[src/rtl/wb_burst_writer_pkg.sv]
// Shared types and Wishbone constants for the burst writer.
package wb_burst_writer_pkg;

    typedef enum logic [1:0] {
        ST_IDLE  = 2'd0,
        ST_FILL  = 2'd1,
        ST_BURST = 2'd2,
        ST_DONE  = 2'd3
    } state_t;

    localparam logic [2:0] CTI_CLASSIC = 3'b000;
    localparam logic [2:0] CTI_INC     = 3'b010;
    localparam logic [2:0] CTI_EOB     = 3'b111;
    localparam logic [1:0] BTE_LINEAR  = 2'b00;

endpackage

[src/rtl/wb_burst_writer_fifo.sv]
// Synchronous FIFO, depth 2**AW; clr empties it in one cycle, a full FIFO
// accepts a push when a pop happens on the same edge.
module wb_burst_writer_fifo #(
    parameter int unsigned DW = 32,
    parameter int unsigned AW = 4
) (
    input  logic          clk,
    input  logic          rst_n,
    input  logic          clr,
    input  logic          push,
    input  logic [DW-1:0] push_data,
    input  logic          pop,
    output logic [DW-1:0] pop_data,
    output logic          full,
    output logic          empty,
    output logic [AW:0]   level
);
    localparam int unsigned DEPTH = 2 ** AW;

    logic [DW-1:0] mem [DEPTH];
    logic [AW-1:0] wr_ptr, rd_ptr;
    logic [AW:0]   count;
    logic          do_push, do_pop;

    assign empty    = (count == '0);
    assign full     = (count == (AW+1)'(DEPTH));
    assign level    = count;
    assign pop_data = mem[rd_ptr];
    assign do_pop   = pop && !empty;
    assign do_push  = push && (!full || do_pop);

    always_ff @(posedge clk) begin
        if (do_push) mem[wr_ptr] <= push_data;
    end

    always_ff @(posedge clk or negedge rst_n) begin
        if (!rst_n) begin
            wr_ptr <= '0;
            rd_ptr <= '0;
            count  <= '0;
        end else if (clr) begin
            wr_ptr <= '0;
            rd_ptr <= '0;
            count  <= '0;
        end else begin
            if (do_push) wr_ptr <= wr_ptr + AW'(1);
            if (do_pop)  rd_ptr <= rd_ptr + AW'(1);
            case ({do_push, do_pop})
                2'b10:   count <= count + (AW+1)'(1);
                2'b01:   count <= count - (AW+1)'(1);
                default: count <= count;
            endcase
        end
    end

endmodule

[src/rtl/wb_burst_writer.sv]
// Stream-to-Wishbone incrementing burst writer.
// Optional bus-error abort is built when WB_BURST_WRITER_ERR_EN is defined.
module wb_burst_writer
    import wb_burst_writer_pkg::*;
#(
    parameter int unsigned dw        = 32,
    parameter int unsigned aw        = 32,
    parameter int unsigned FIFO_AW   = 4,
    parameter int unsigned BURST_LEN = 8
) (
    input  logic          wb_clk_i,
    input  logic          wb_rst_ni,
    input  logic          start_i,
    input  logic [aw-1:0] start_adr_i,
    input  logic [15:0]   len_i,
    output logic          busy_o,
    output logic          done_o,
    output logic          err_o,
    input  logic [dw-1:0] stream_data_i,
    input  logic          stream_valid_i,
    output logic          stream_ready_o,
    output logic [aw-1:0] wbm_adr_o,
    output logic [dw-1:0] wbm_dat_o,
    output logic [3:0]    wbm_sel_o,
    output logic          wbm_we_o,
    output logic          wbm_cyc_o,
    output logic          wbm_stb_o,
    output logic [2:0]    wbm_cti_o,
    output logic [1:0]    wbm_bte_o,
    input  logic          wbm_ack_i,
    input  logic          wbm_err_i
);
    localparam int unsigned LW  = 16;
    localparam int unsigned LVW = FIFO_AW + 1;

    logic           rst_meta, rst_s;
    state_t         state, state_nxt;
    logic           cyc, busy, done;
    logic           cyc_d, busy_d, done_d;
    logic [aw-1:0]  adr;
    logic [LW-1:0]  len_q, remaining, accepted, beats, burst_n;
    logic           fifo_full, unused_fifo_empty;
    logic [LVW-1:0] fifo_level;
    logic [dw-1:0]  fifo_head;
    logic           start_ok, fill_ok, ack_beat, last_beat, err_beat;
    logic           push, pop, clr;

    // Reset asserts asynchronously, releases two clocks later.
    always_ff @(posedge wb_clk_i or negedge wb_rst_ni) begin
        if (!wb_rst_ni) begin
            rst_meta <= 1'b0;
            rst_s    <= 1'b0;
        end else begin
            rst_meta <= 1'b1;
            rst_s    <= rst_meta;
        end
    end

    assign start_ok  = (state == ST_IDLE) && start_i;
    assign burst_n   = (remaining > LW'(BURST_LEN)) ? LW'(BURST_LEN) : remaining;
    assign fill_ok   = (LW'(fifo_level) >= burst_n);
    assign ack_beat  = (state == ST_BURST) && wbm_ack_i && !err_beat;
    assign last_beat = ack_beat && (beats == LW'(1));
    assign push      = stream_valid_i && stream_ready_o;
    assign pop       = ack_beat;
    assign clr       = start_ok || err_beat;

`ifdef WB_BURST_WRITER_ERR_EN
    logic err_q;

    assign err_beat       = (state == ST_BURST) && wbm_err_i;
    assign stream_ready_o = busy && !fifo_full && (accepted < len_q) && !err_q;
    assign err_o          = err_q;

    always_ff @(posedge wb_clk_i or negedge rst_s) begin
        if (!rst_s)        err_q <= 1'b0;
        else if (start_ok) err_q <= 1'b0;
        else if (err_beat) err_q <= 1'b1;
    end
`else
    logic unused_err;

    assign unused_err     = wbm_err_i;
    assign err_beat       = 1'b0;
    assign stream_ready_o = busy && !fifo_full && (accepted < len_q);
    assign err_o          = 1'b0;
`endif

    // State register with registered control outputs.
    always_ff @(posedge wb_clk_i or negedge rst_s) begin
        if (!rst_s) begin
            state <= ST_IDLE;
            cyc   <= 1'b0;
            busy  <= 1'b0;
            done  <= 1'b0;
        end else begin
            state <= state_nxt;
            cyc   <= cyc_d;
            busy  <= busy_d;
            done  <= done_d;
        end
    end

    always_comb begin
        state_nxt = state;
        case (state)
            ST_IDLE:  if (start_i) state_nxt = (len_i == '0) ? ST_DONE : ST_FILL;
            ST_FILL:  if (fill_ok) state_nxt = ST_BURST;
            ST_BURST: begin
                if (err_beat)       state_nxt = ST_DONE;
                else if (last_beat) state_nxt = (remaining == LW'(1)) ? ST_DONE : ST_FILL;
            end
            ST_DONE:  state_nxt = ST_IDLE;
            default:  state_nxt = ST_IDLE;
        endcase
    end

    // Control outputs are decoded from the next state so they register with it.
    always_comb begin
        cyc_d  = 1'b0;
        busy_d = 1'b0;
        done_d = 1'b0;
        case (state_nxt)
            ST_FILL:  busy_d = 1'b1;
            ST_BURST: begin
                busy_d = 1'b1;
                cyc_d  = 1'b1;
            end
            ST_DONE:  begin
                busy_d = 1'b1;
                done_d = 1'b1;
            end
            default:  ;
        endcase
    end

    always_ff @(posedge wb_clk_i or negedge rst_s) begin
        if (!rst_s) begin
            adr       <= '0;
            len_q     <= '0;
            remaining <= '0;
            accepted  <= '0;
            beats     <= '0;
        end else if (start_ok) begin
            adr       <= start_adr_i;
            len_q     <= len_i;
            remaining <= len_i;
            accepted  <= '0;
            beats     <= '0;
        end else begin
            if (push) accepted <= accepted + LW'(1);
            if ((state == ST_FILL) && fill_ok) beats <= burst_n;
            if (ack_beat) begin
                adr       <= adr + aw'(4);
                remaining <= remaining - LW'(1);
                beats     <= beats - LW'(1);
            end
        end
    end

    wb_burst_writer_fifo #(
        .DW (dw),
        .AW (FIFO_AW)
    ) u_fifo (
        .clk       (wb_clk_i),
        .rst_n     (rst_s),
        .clr       (clr),
        .push      (push),
        .push_data (stream_data_i),
        .pop       (pop),
        .pop_data  (fifo_head),
        .full      (fifo_full),
        .empty     (unused_fifo_empty),
        .level     (fifo_level)
    );

    assign busy_o    = busy;
    assign done_o    = done;
    assign wbm_adr_o = adr;
    assign wbm_dat_o = fifo_head;
    assign wbm_cyc_o = cyc;
    assign wbm_stb_o = cyc;
    assign wbm_we_o  = cyc;
    assign wbm_sel_o = {4{cyc}};
    assign wbm_bte_o = BTE_LINEAR;
    assign wbm_cti_o = !cyc ? CTI_CLASSIC : ((beats == LW'(1)) ? CTI_EOB : CTI_INC);

endmodule
[config.mk]
export PLATFORM = sky130hd
export DESIGN_NAME = wb_burst_writer
export DESIGN_NICKNAME = d
export VERILOG_FILES = /design/src/rtl/wb_burst_writer_pkg.sv /design/src/rtl/wb_burst_writer_fifo.sv /design/src/rtl/wb_burst_writer.sv
export SDC_FILE = /design/constraint.sdc
export NUM_CORES = 1
export LEC_CHECK = 0
export BUFFER_PORTS_ARGS = -buffer_cell sky130_fd_sc_hd__buf_4
export CORE_ASPECT_RATIO = 1.4
export CORE_MARGIN = 2
export CORE_UTILIZATION = 30
export DETAILED_ROUTE_END_ITERATION = 12
export PLACE_DENSITY = 0.49
export SYNTH_ARGS = -nofsm -noshare
export SYNTH_HDL_FRONTEND = slang
export SYNTH_SLANG_ARGS = --single-unit
export TNS_END_PERCENT = 5
[constraint.sdc]
create_clock -name wb_clk_i -period 5.7 [get_ports wb_clk_i]
set_input_delay 0.57 -clock wb_clk_i [delete_from_list [all_inputs] [get_ports wb_clk_i]]
set_output_delay 0.57 -clock wb_clk_i [all_outputs]
set_load 0.005 [all_outputs]
==> results by group, run 1 <==
Outcome
  • Outcome: finished, final reports clean

Final layout
  • Nets@finish: 1784
  • Fraction of layout cells with a size suffix above 1: 0.287
  • Fillers: 8041
  • Register area: 18300 sq um
  • Antenna Cells: 0
  • Syn-to-layout area delta: 18.7%
  • Multi-input gate area: 7130 sq um

Yosys
  • Synth Area per Inst: 17.5 sq um
  • Number of synthesized flops with an enable pin: 512
  • Post-synthesis cell area: 25800 sq um
  • Synth cell types: 62
  • Post-synthesis async set-or-reset flop share: 0.185
  • Sequential area share after synthesis: 0.708
  • Synth Register Bits: 628
  • Synthesized netlist cell count: 1472
  • Primary FF master, synth: edfxtp_1
  • Ys Warns: 0

Drt
  • Wirelength per Cell: 22.4 um
  • Pre-antenna DRT Iters: 5
  • # DRC: 0
  • Post-route ant nets: 0
  • Routed via count: 14.0k
  • Post-detailed-routing wire length: 62.9 mm
  • Initial DRC count: 701
  • Vias per cell: 4.97

Floorplan
  • Initial Utilization: 0.302
  • Die ar.: 88500 sq um
  • Total core area: 85500 sq um
  • Die width: 252 um
  • Die H: 351 um
  • Rows: 127
  • Ports: 166

CTS
  • CTS tree: yes
  • Post-CTS setup buffer count: 0
  • Clk sinks: 628
  • Clk buf depth: 3
  • H-Tree Depth: 3
  • Clk slew on worst S/H paths: 60 ps
  • Num CTS Buffers: 68
  • Clock Latency Late Sink: 600 ps
  • Root buf cell: clkbuf_16

STA
  • RSZ-0062 raised after global routing: no
  • Max Fclk: 250 MHz
  • Worst-Margin Slew: 1010 ps
  • Max transition margin: 0.330
  • Final Hold Fails: 0
  • Fin Hold WS: 172 ps
  • Final Slew Violations: 0
  • Final setup violation count: 0
  • Fin crit period: 4000 ps
  • Crit share post-route: 0.703
  • Clock skew: 16.8 ps
  • TNS Setup: 0 ps

Critical path
  • CP Max Fanout: 42
  • CP max stage cell: dfrtp_4
  • R2R setup slack: 1850 ps
  • Arrival @ worst endpoint: 3430 ps
  • Worst path cell trace: buf_4 > mux4_2 > mux4_2 > buf_4
  • Crit path launch type: flop
  • Worst EP required: 5130 ps
  • Setup CP Type: flop to primary output
  • Critical Path Sink Type: primary output
  • Slowest stage delay, CP: 1030 ps

Global route
  • Number of global-route vias before repair: 15.0k
  • Initial antenna violation count: 2
  • Grt ovf: 0
  • First-pass GRT wire length: 94.2 mm
  • Largest net degree at the start of global routing: 73
  • Total track usage: 0.143

Power and ir drop
  • VDD IR max: 0.000195 V
  • PD cells: 416 nW/um^2
  • Leak pwr: 0.0104 uW

Place
  • HPWL after DPL: 36.3 mm
  • RD Place Congestion: 0.765
  • IO buf count: 161

Flow run
  • Max-Cap Viols: 0

Worst hold path
  • Hold WC Path Type: primary input to flop
[routing by layer]
metal | share of wire | up-vias | GRT usage
met2 | 0.52 | 390 | 0.260
li1 | - | 6243 | -
met1 | 0.40 | 7253 | 0.171
met4 | 0.019 | 4 | 0.0400
met3 | 0.054 | 84 | 0.0298
met5 | 0.00037 | - | 0
[layout by cell type (no fill, tap or decap), types with 6 or more instances in the layout]
cell type,netlist,routed
buf_4,11,192
o311ai_0,16,16
or4_1,10,10
bufinv_16,0,7
nor2_1,70,66
o21ai_0,67,67
nand2_1,112,112
clkbuf_16,0,70
nand3_1,34,34
o211ai_1,20,20
nor4_2,6,6
nor4_1,10,10
xnor2_1,19,19
edfxtp_1,512,512
nor3_1,21,13
a221o_1,6,6
clkinv_1,0,10
nand4_1,9,9
a21oi_1,26,26
clkinv_2,0,14
inv_1,42,42
nor3_2,1,9
mux4_2,160,160
clkbuf_1,49,13
and2_1,11,6
ha_1,35,35
dfrtp_1,116,111
and3_1,16,16
[final timing paths]
path | from | to | cells past startpoint
setup / recovery | u_fifo.rd_ptr[0] | wbm_dat_o[19] | 4
hold / removal | start_adr_i[23] | wbm_adr_o[23] | 2
setup reg to reg | accepted[2] | u_fifo.mem[4][23] | 10
hold reg to reg | rst_meta | rst_s | 0
max in group asynchronous | rst_s | u_fifo.rd_ptr[1] | 1
min in group asynchronous | wb_rst_ni | rst_s | 2
[flip-flops by register name (all words and copies together), names as in the netlist, 5 cells and up]
signal and flops:
u_fifo.level 5, beats 16, remaining 16, wbm_adr_o 32, u_fifo.mem 512, accepted 16
len_q 16
[kinds of logic (layout without fill, tap and decap cells)]
group	after synthesis	in the layout	share of synthesized area
xor+xnor	24	24	0.00814
compound gates	173	173	0.0437
other cells	2	5	0.000291
flops	628	628	0.708
mux	164	164	0.141
buf+inv	121	359	0.0198
simple gates	324	324	0.0615
fa+ha+maj	36	36	0.0177
[power breakdown]
group / switching, uW / internal [uW] / leakage [uW] / total [uW]
logic: 1330 / 1090 / 0.00325 / 2410
clock network: 1800 / 2580 / 0.00109 / 4380
registers: 408 / 5540 / 0.00610 / 5950
[synth_stat cells (21+ instances only)]
library cell	count	area (sq um)
ha_1	35	438
nand2_1	112	420
clkbuf_1	49	184
dfrtp_1	116	2900
edfxtp_1	512	15400
o21ai_0	67	335
a21oi_1	26	130
inv_1	42	158
nor3_1	21	105
nor2_1	70	263
mux4_2	160	3600
nand3_1	34	170
[repair_timing]
action                    in CTS  in global routing
hold buffers                   1                  0
gates resized for setup        0                  0
hold endpoints to repair       2                  0
[metrics by stage]
stage	cell area [sq um]	instances	utilization	power, uW	setup slack, ps
2_1_floorplan	25800	1475	-	7440	1000
3_3_place_gp	28400	2687	0.333	8450	1710
3_5_place_dp	28400	2687	0.333	8520	1680
4_1_cts	30700	2809	0.359	13000	1550
5_1_grt	30700	2809	0.359	13400	1430
6_report	30700	2809	0.359	12700	1700
[worst max-delay path: cells and delay by family, from the launching register on]
kind                   cells  cell delay (ps)
flip-flops                 1             1030
buffers and inverters      2              680
multiplexers               2             1090
[cell type report]
type | instances | share of cell area
flip-flops and latches | 628 | 0.597
inverters | 42 | 0.00514
multi-input cells | 726 | 0.232
clock inverters | 38 | 0.0131
repair buffers | 196 | 0.0493
well taps | 1096 | 0.0447
clock buffers | 83 | 0.0587
(Power assumes the default switching activity.)
==> inputs of run 2 (changes only) <==
- clock period: 5.7 -> 4 ns (I/O delays scaled with it)
==> results by group, run 2 (synthesis results as in run 1) <==
Outcome
  • Outcome: finished, final reports clean

Floorplan
  • Total core area: 85500 sq um (unchanged)
  • Ports: 166 (unchanged)
  • Die H: 351 um (unchanged)
  • Rows: 127 (unchanged)
  • Initial Utilization: 0.302 (unchanged)
  • Die width: 252 um (unchanged)
  • Die ar.: 88500 sq um (unchanged)

Power and ir drop
  • PD cells: 583 nW/um^2 (+40%)
  • VDD IR max: 0.000294 V (+51%)
  • Total Power: 18100 uW (+42%)
  • Leak pwr: 0.0106 uW (+1.1%)

CTS
  • Post_cts resized: 0 (unchanged)
  • CTS tree: yes
  • Clk sinks: 628 (unchanged)
  • Num CTS Buffers: 67 (-1.5%)
  • Clk buf depth: 3 (unchanged)
  • Clock Latency Late Sink: 600 ps (about the same)
  • H-Tree Depth: 3 (unchanged)
  • Hold_buf cts: 20 (+19)
  • Clk slew on worst S/H paths: 60 ps (about the same)
  • Root buf cell: clkbuf_16
  • Post-CTS setup buffer count: 0 (unchanged)

Global route
  • Total track usage: 0.147 (+0.00387)
  • Number of global-route vias before repair: 15.3k (+1.9%)
  • Largest net degree at the start of global routing: 66 (-9.6%)
  • Initial antenna violation count: 3 (+1)
  • Grt ovf: 0 (unchanged)
  • First-pass GRT wire length: 96.3 mm (+2.2%)

STA
  • Max transition margin: 0.381 (+0.0515)
  • Crit share post-route: 0.882
  • Worst-Margin Slew: 928 ps (-77.2 ps)
  • Final Slew Violations: 0 (unchanged)
  • Clock skew: 18.5 ps (+1.73 ps)
  • Final Hold Fails: 0 (unchanged)
  • RSZ-0062 raised after global routing: no
  • Fin crit period: 3530 ps
  • Final setup violation count: 0 (unchanged)
  • Max Fclk: 283 MHz

Drt
  • Routed via count: 14.2k (+1.5%)
  • Post-detailed-routing wire length: 64.2 mm (+2.1%)
  • Post-route ant nets: 0 (unchanged)
  • Wirelength per Cell: 22.6 um (+0.99%)
  • Vias per cell: 5.00 (+0.44%)
  • # DRC: 0 (unchanged)
  • Pre-antenna DRT Iters: 7 (+2)
  • Initial DRC count: 838 (+20%)

Final layout
  • Max FFs per register: 512 (unchanged)
  • Fillers: 8020 (-0.26%)
  • Syn-to-layout area delta: 20.3%
  • Most flop-heavy register: u_fifo.mem
  • Commonest non-fill, non-tap cell in the layout: edfxtp_1
  • Nets@finish: 1814 (+1.7%)
  • Fraction of layout cells with a size suffix above 1: 0.286 (-0.000753)
  • Most frequent cells in the layout: 512 x edfxtp_1, 188 x buf_4, 160 x mux4_2
  • Fin area: 31100 sq um (+1.3%)

Critical path
  • Worst EP required: 3600 ps (-1530 ps)
  • Crit path launch type: flop
  • Critical Path Sink Type: primary output
  • Arrival @ worst endpoint: 3130 ps (-300 ps)
  • Setup CP Type: flop to primary output
  • CP Max Fanout: 10 (-76%)

Place
  • RD Place Congestion: 0.777 (+1.6%)
  • Cell Area, Placed: 28700 sq um (+1.0%)
  • HPWL after DPL: 37.0 mm (+1.8%)
  • IO buf count: 161 (unchanged)

Flow run
  • Max-Cap Viols: 0 (unchanged)

Worst hold path
  • Hold WC Path Type: primary input to flop
-- run 2: cell types whose count changed in the layout (fill, tap and decap cells not counted), sizes merged --
| cell | delta |
|---|---|
| dlygate4sd3 | +19 |
| buf | +12 |
| clkinvlp | +7 |
| clkinv | -4 |
| bufinv | -2 |
| clkbuf | -2 |
| diode | +1 |
| inv | -1 |
-- run 2: power breakdown --
group	total, uW	internal (uW)	switching [uW]
combinational	3570	1630	1940
clock	6060	3480	2570
sequential	8480	7890	587
total	18100	13000	5100
-- run 2: critical path, cell delays in order, from the launching register on --
cell,delay [ps]
dfrtp_1,440
ha_1,310
nor2_1,40
or3_1,350
o221ai_1,270
a211o_1,420
buf_4,270
inv_1,220
buf_4,220
-- run 2: final timing paths --
| kind | from | end | slack (ps) | cells after the start |
|---|---|---|---|---|
| hold reg to reg | rst_meta | rst_s | 350 | 0 |
| setup reg to reg | remaining[4] | beats[5] | 490 | 12 |
| hold / removal | start_adr_i[14] | wbm_adr_o[14] | 50 | 3 |
| setup / recovery | accepted[3] | stream_ready_o | 470 | 8 |
| max in group asynchronous | rst_s | wbm_adr_o[13] | 2730 | 1 |
| min in group asynchronous | wb_rst_ni | rst_s | 120 | 2 |
-- run 2: metrics by stage --
| stage | TNS, ps | setup WS, ps | util | cells | hold WS [ps] |
|---|---|---|---|---|---|
| final | 0 | 471 | 0.363 | 2839 | 47.2 |
| after global routing | 0 | 112 | 0.363 | 2838 | 11.6 |
| after CTS | 0 | 408 | 0.363 | 2838 | 1.91 |
| after detailed placement | 0 | 480 | 0.336 | 2699 | 184 |
| after global placement | 0 | 527 | 0.336 | 2699 | 183 |
| after floorplan | -178820 | -699 | - | 1475 | 104 |
-- run 2: layout make-up --
type	instances	area (sq um)	share of cell area
Sequential cell	628	18300	0.589
Multi-Input combinational cell	726	7130	0.229
Timing Repair Buffer	227	1990	0.0641
Clock buffer	81	1760	0.0567
Tap cell	1096	1370	0.0441
Clock inverter	38	372	0.0120
Inverter	42	158	0.00507
Antenna cell	1	2.50	0.0000805
-- run 2: per-layer routing --
| metal | track usage | routed length (um) | up-vias |
|---|---|---|---|
| met4 | 0.0403 | 1280 | 6 |
| met5 | 0 | 46 | - |
| met3 | 0.0332 | 3390 | 91 |
| li1 | - | - | 6303 |
| met2 | 0.262 | 33300 | 347 |
| met1 | 0.177 | 26200 | 7438 |
==> inputs of run 3 (changes only) <==
- ABC_CLOCK_PERIOD_IN_PS: default -> 4000
- CORE_UTILIZATION: 30 -> 40
- PLACE_DENSITY: 0.49 -> 0.61
==> results by group, run 3 (synthesis results as in run 1) <==
Outcome
  • Outcome: finished, final reports clean

STA
  • RSZ-0062 raised after global routing: no
  • Final Hold Fails: 0 (unchanged)
  • Max transition margin: 0.240 (-0.141)
  • Fin crit period: 3540 ps (+8.03 ps)
  • Crit share post-route: 0.884 (+0.00201)
  • TNS Setup: 0 ps (unchanged)
  • Max Fclk: 283 MHz (-0.23%)
  • Final setup violation count: 0 (unchanged)
  • Worst-Margin Slew: 1140 ps (+212 ps)
  • Final worst slack: 463 ps (-8.03 ps)
  • Final Slew Violations: 0 (unchanged)
  • Clock skew: 13.4 ps (-5.07 ps)

Power and ir drop
  • Seq pwr share: 0.472 (+0.004)
  • Clock power frac: 0.332 (-0.003)
  • Leak pwr: 0.0106 uW (+0.43%)
  • Sw frac: 0.277 (-0.00497)
  • Internal Dissipation: 13000 uW (-0.35%)
  • PD cells: 580 nW/um^2 (-0.51%)
  • Gate power share: 0.196 (about the same)
  • VDD IR max: 0.000393 V (+33%)
  • Switching pwr: 4950 uW (-2.8%)

CTS
  • Clk buf depth: 3 (unchanged)
  • Num CTS Buffers: 60 (-10%)
  • Post_cts resized: 0 (unchanged)
  • H-Tree Depth: 2 (-1)
  • Clk slew on worst S/H paths: 70 ps (about the same)
  • Clock Latency Late Sink: 630 ps (+30 ps)
  • Root buf cell: clkbuf_16
  • CTS tree: yes
  • Clk sinks: 628 (unchanged)

Critical path
  • Slowest stage delay, CP: 680 ps (+240 ps)
  • CP Max Fanout: 14 (+4)
  • Crit-path most repeated cell: and2_1
  • Buf/Inv on CP: 0 (-3)
  • Worst EP required: 4520 ps (+920 ps)
  • Worst path top cell family by delay: simple AND/OR/NAND/NOR gates
  • Worst path cell trace: or4_1 > nor4_4 > a21boi_0 > and2_1 > ha_1 > nand2b_1 > a21o_1 > a21oi_1 > o31a_1 > and2_1 > o21ai_0 > o31ai_1
  • RR Startpoint: remaining[7]
  • End of the worst register-to-register path: beats[4]
  • Crit path launch type: flop
  • Arrival @ worst endpoint: 4060 ps (+930 ps)
  • Critical Path Sink Type: flop
  • CP max stage cell: or4_1
  • Setup CP Type: flop to flop
  • R2R setup slack: 460 ps (-30 ps)
  • Reg2Reg Depth: 12 (unchanged)

Flow run
  • Max-Cap Viols: 0 (unchanged)

Drt
  • Post-detailed-routing wire length: 57.5 mm (-10%)
  • Routed via count: 14.1k (-0.81%)
  • Initial DRC count: 995 (+19%)
  • Wirelength per Cell: 22.2 um (-1.8%)
  • Pre-antenna DRT Iters: 7 (unchanged)
  • # DRC: 0 (unchanged)
  • Vias per cell: 5.43 (+8.7%)
  • Post-route ant nets: 0 (unchanged)

Global route
  • Largest net degree at the start of global routing: 64 (-3.0%)
  • Initial antenna violation count: 1 (-2)
  • First-pass GRT wire length: 89.1 mm (-7.5%)
  • Total track usage: 0.175 (+0.0286)
  • Grt ovf: 0 (unchanged)
  • Number of global-route vias before repair: 15.1k (-0.83%)

Final layout
  • Nets@finish: 1821 (+0.39%)
  • Fin area: 30900 sq um (-0.53%)
  • Most frequent cells in the layout: 512 x edfxtp_1, 180 x buf_4, 160 x mux4_2
  • Fillers: 5401 (-33%)
  • Fraction of layout cells with a size suffix above 1: 0.286 (about the same)
  • Most flop-heavy register: u_fifo.mem
  • Post-Layout Cell Count: 2590 (-8.8%)
  • Syn-to-layout area delta: 19.7%
  • Commonest non-fill, non-tap cell in the layout: edfxtp_1
  • Max FFs per register: 512 (unchanged)
  • Antenna Cells: 0 (-1)

Place
  • # placed instances: 2439 (-9.6%)
  • Pre-CTS setup slack: 482 ps (+1.61 ps)
  • Cell Area, Placed: 28400 sq um (-1.0%)
  • RD Place Congestion: 0.775 (-0.28%)
  • IO buf count: 161 (unchanged)
  • HPWL after DPL: 33.9 mm (-8.3%)

Worst hold path
  • WHS Endpoint: len_q[11]
  • Hold WC Path Type: primary input to flop
  • Hold path cells: 3 (unchanged)
  • HP Start: len_i[11]

Floorplan
  • Ports: 166 (unchanged)
  • Die ar.: 66600 sq um (-25%)
  • Die width: 219 um (-13%)
  • Rows: 110 (-13%)
  • Die H: 305 um (-13%)
  • Initial Utilization: 0.403 (+0.101)
  • Total core area: 64100 sq um (-25%)
run 3: power by group through the flow:
stage          logic (uW)  clock network (uW)  registers, uW
6_report             3510                5950           8450
3_5_place_dp         3550                   0           8570
2_1_floorplan        2180                   0           8420
4_1_cts              3580                6100           8450
3_3_place_gp         3460                   0           8540
5_1_grt              3920                6350           8550
run 3: final cells by class:
cell class	instances	area [sq um]	share of cell area
clock inverters	46	563	0.0182
flip-flops and latches	628	18300	0.592
inverters	42	158	0.00510
well taps	840	1050	0.0340
clock buffers	67	1530	0.0494
multi-input cells	726	7130	0.231
repair buffers	241	2190	0.0709
run 3: worst max path at each step:
stage | startpoint | end | depth (start not counted)
floorplan | accepted[2] | u_fifo.mem[12][0] | 8
global placement | remaining[4] | beats[15] | 12
detailed placement | remaining[7] | beats[10] | 12
CTS | u_fifo.rd_ptr[0] | wbm_dat_o[10] | 4
global route | accepted[2] | u_fifo.level[4] | 13
finish | remaining[7] | beats[4] | 12
run 3: metrics by stage:
stage | util | hold WS [ps] | total power, uW
after floorplan | - | 104 | 10600
after global placement | 0.443 | 183 | 12000
after detailed placement | 0.443 | 185 | 12100
after CTS | 0.482 | 1.30 | 18100
after global routing | 0.482 | 29.2 | 18800
final | 0.482 | 40.8 | 17900
run 3: repair_timing:
action,CTS,global route
endpoints found under the hold margin,40,0
buffers inserted,0,0
hold buffers,38,0
run 3: layer usage:
layer	global-route usage	part of all wire	vias to the layer above
met5	0	0.00023	-
met4	0.0537	0.025	2
met3	0.0294	0.047	94
met2	0.318	0.53	386
met1	0.212	0.39	7278
li1	-	-	6310
run 3: worst register-to-register path, cell delays in order (launching register included):
cell and delay, ps:
dfrtp_1 380, or4_1 680, nor4_4 320, a21boi_0 240
and2_1 200, ha_1 230, nand2b_1 140, a21o_1 170
a21oi_1 190, o31a_1 190, and2_1 420, o21ai_0 180
o31ai_1 100
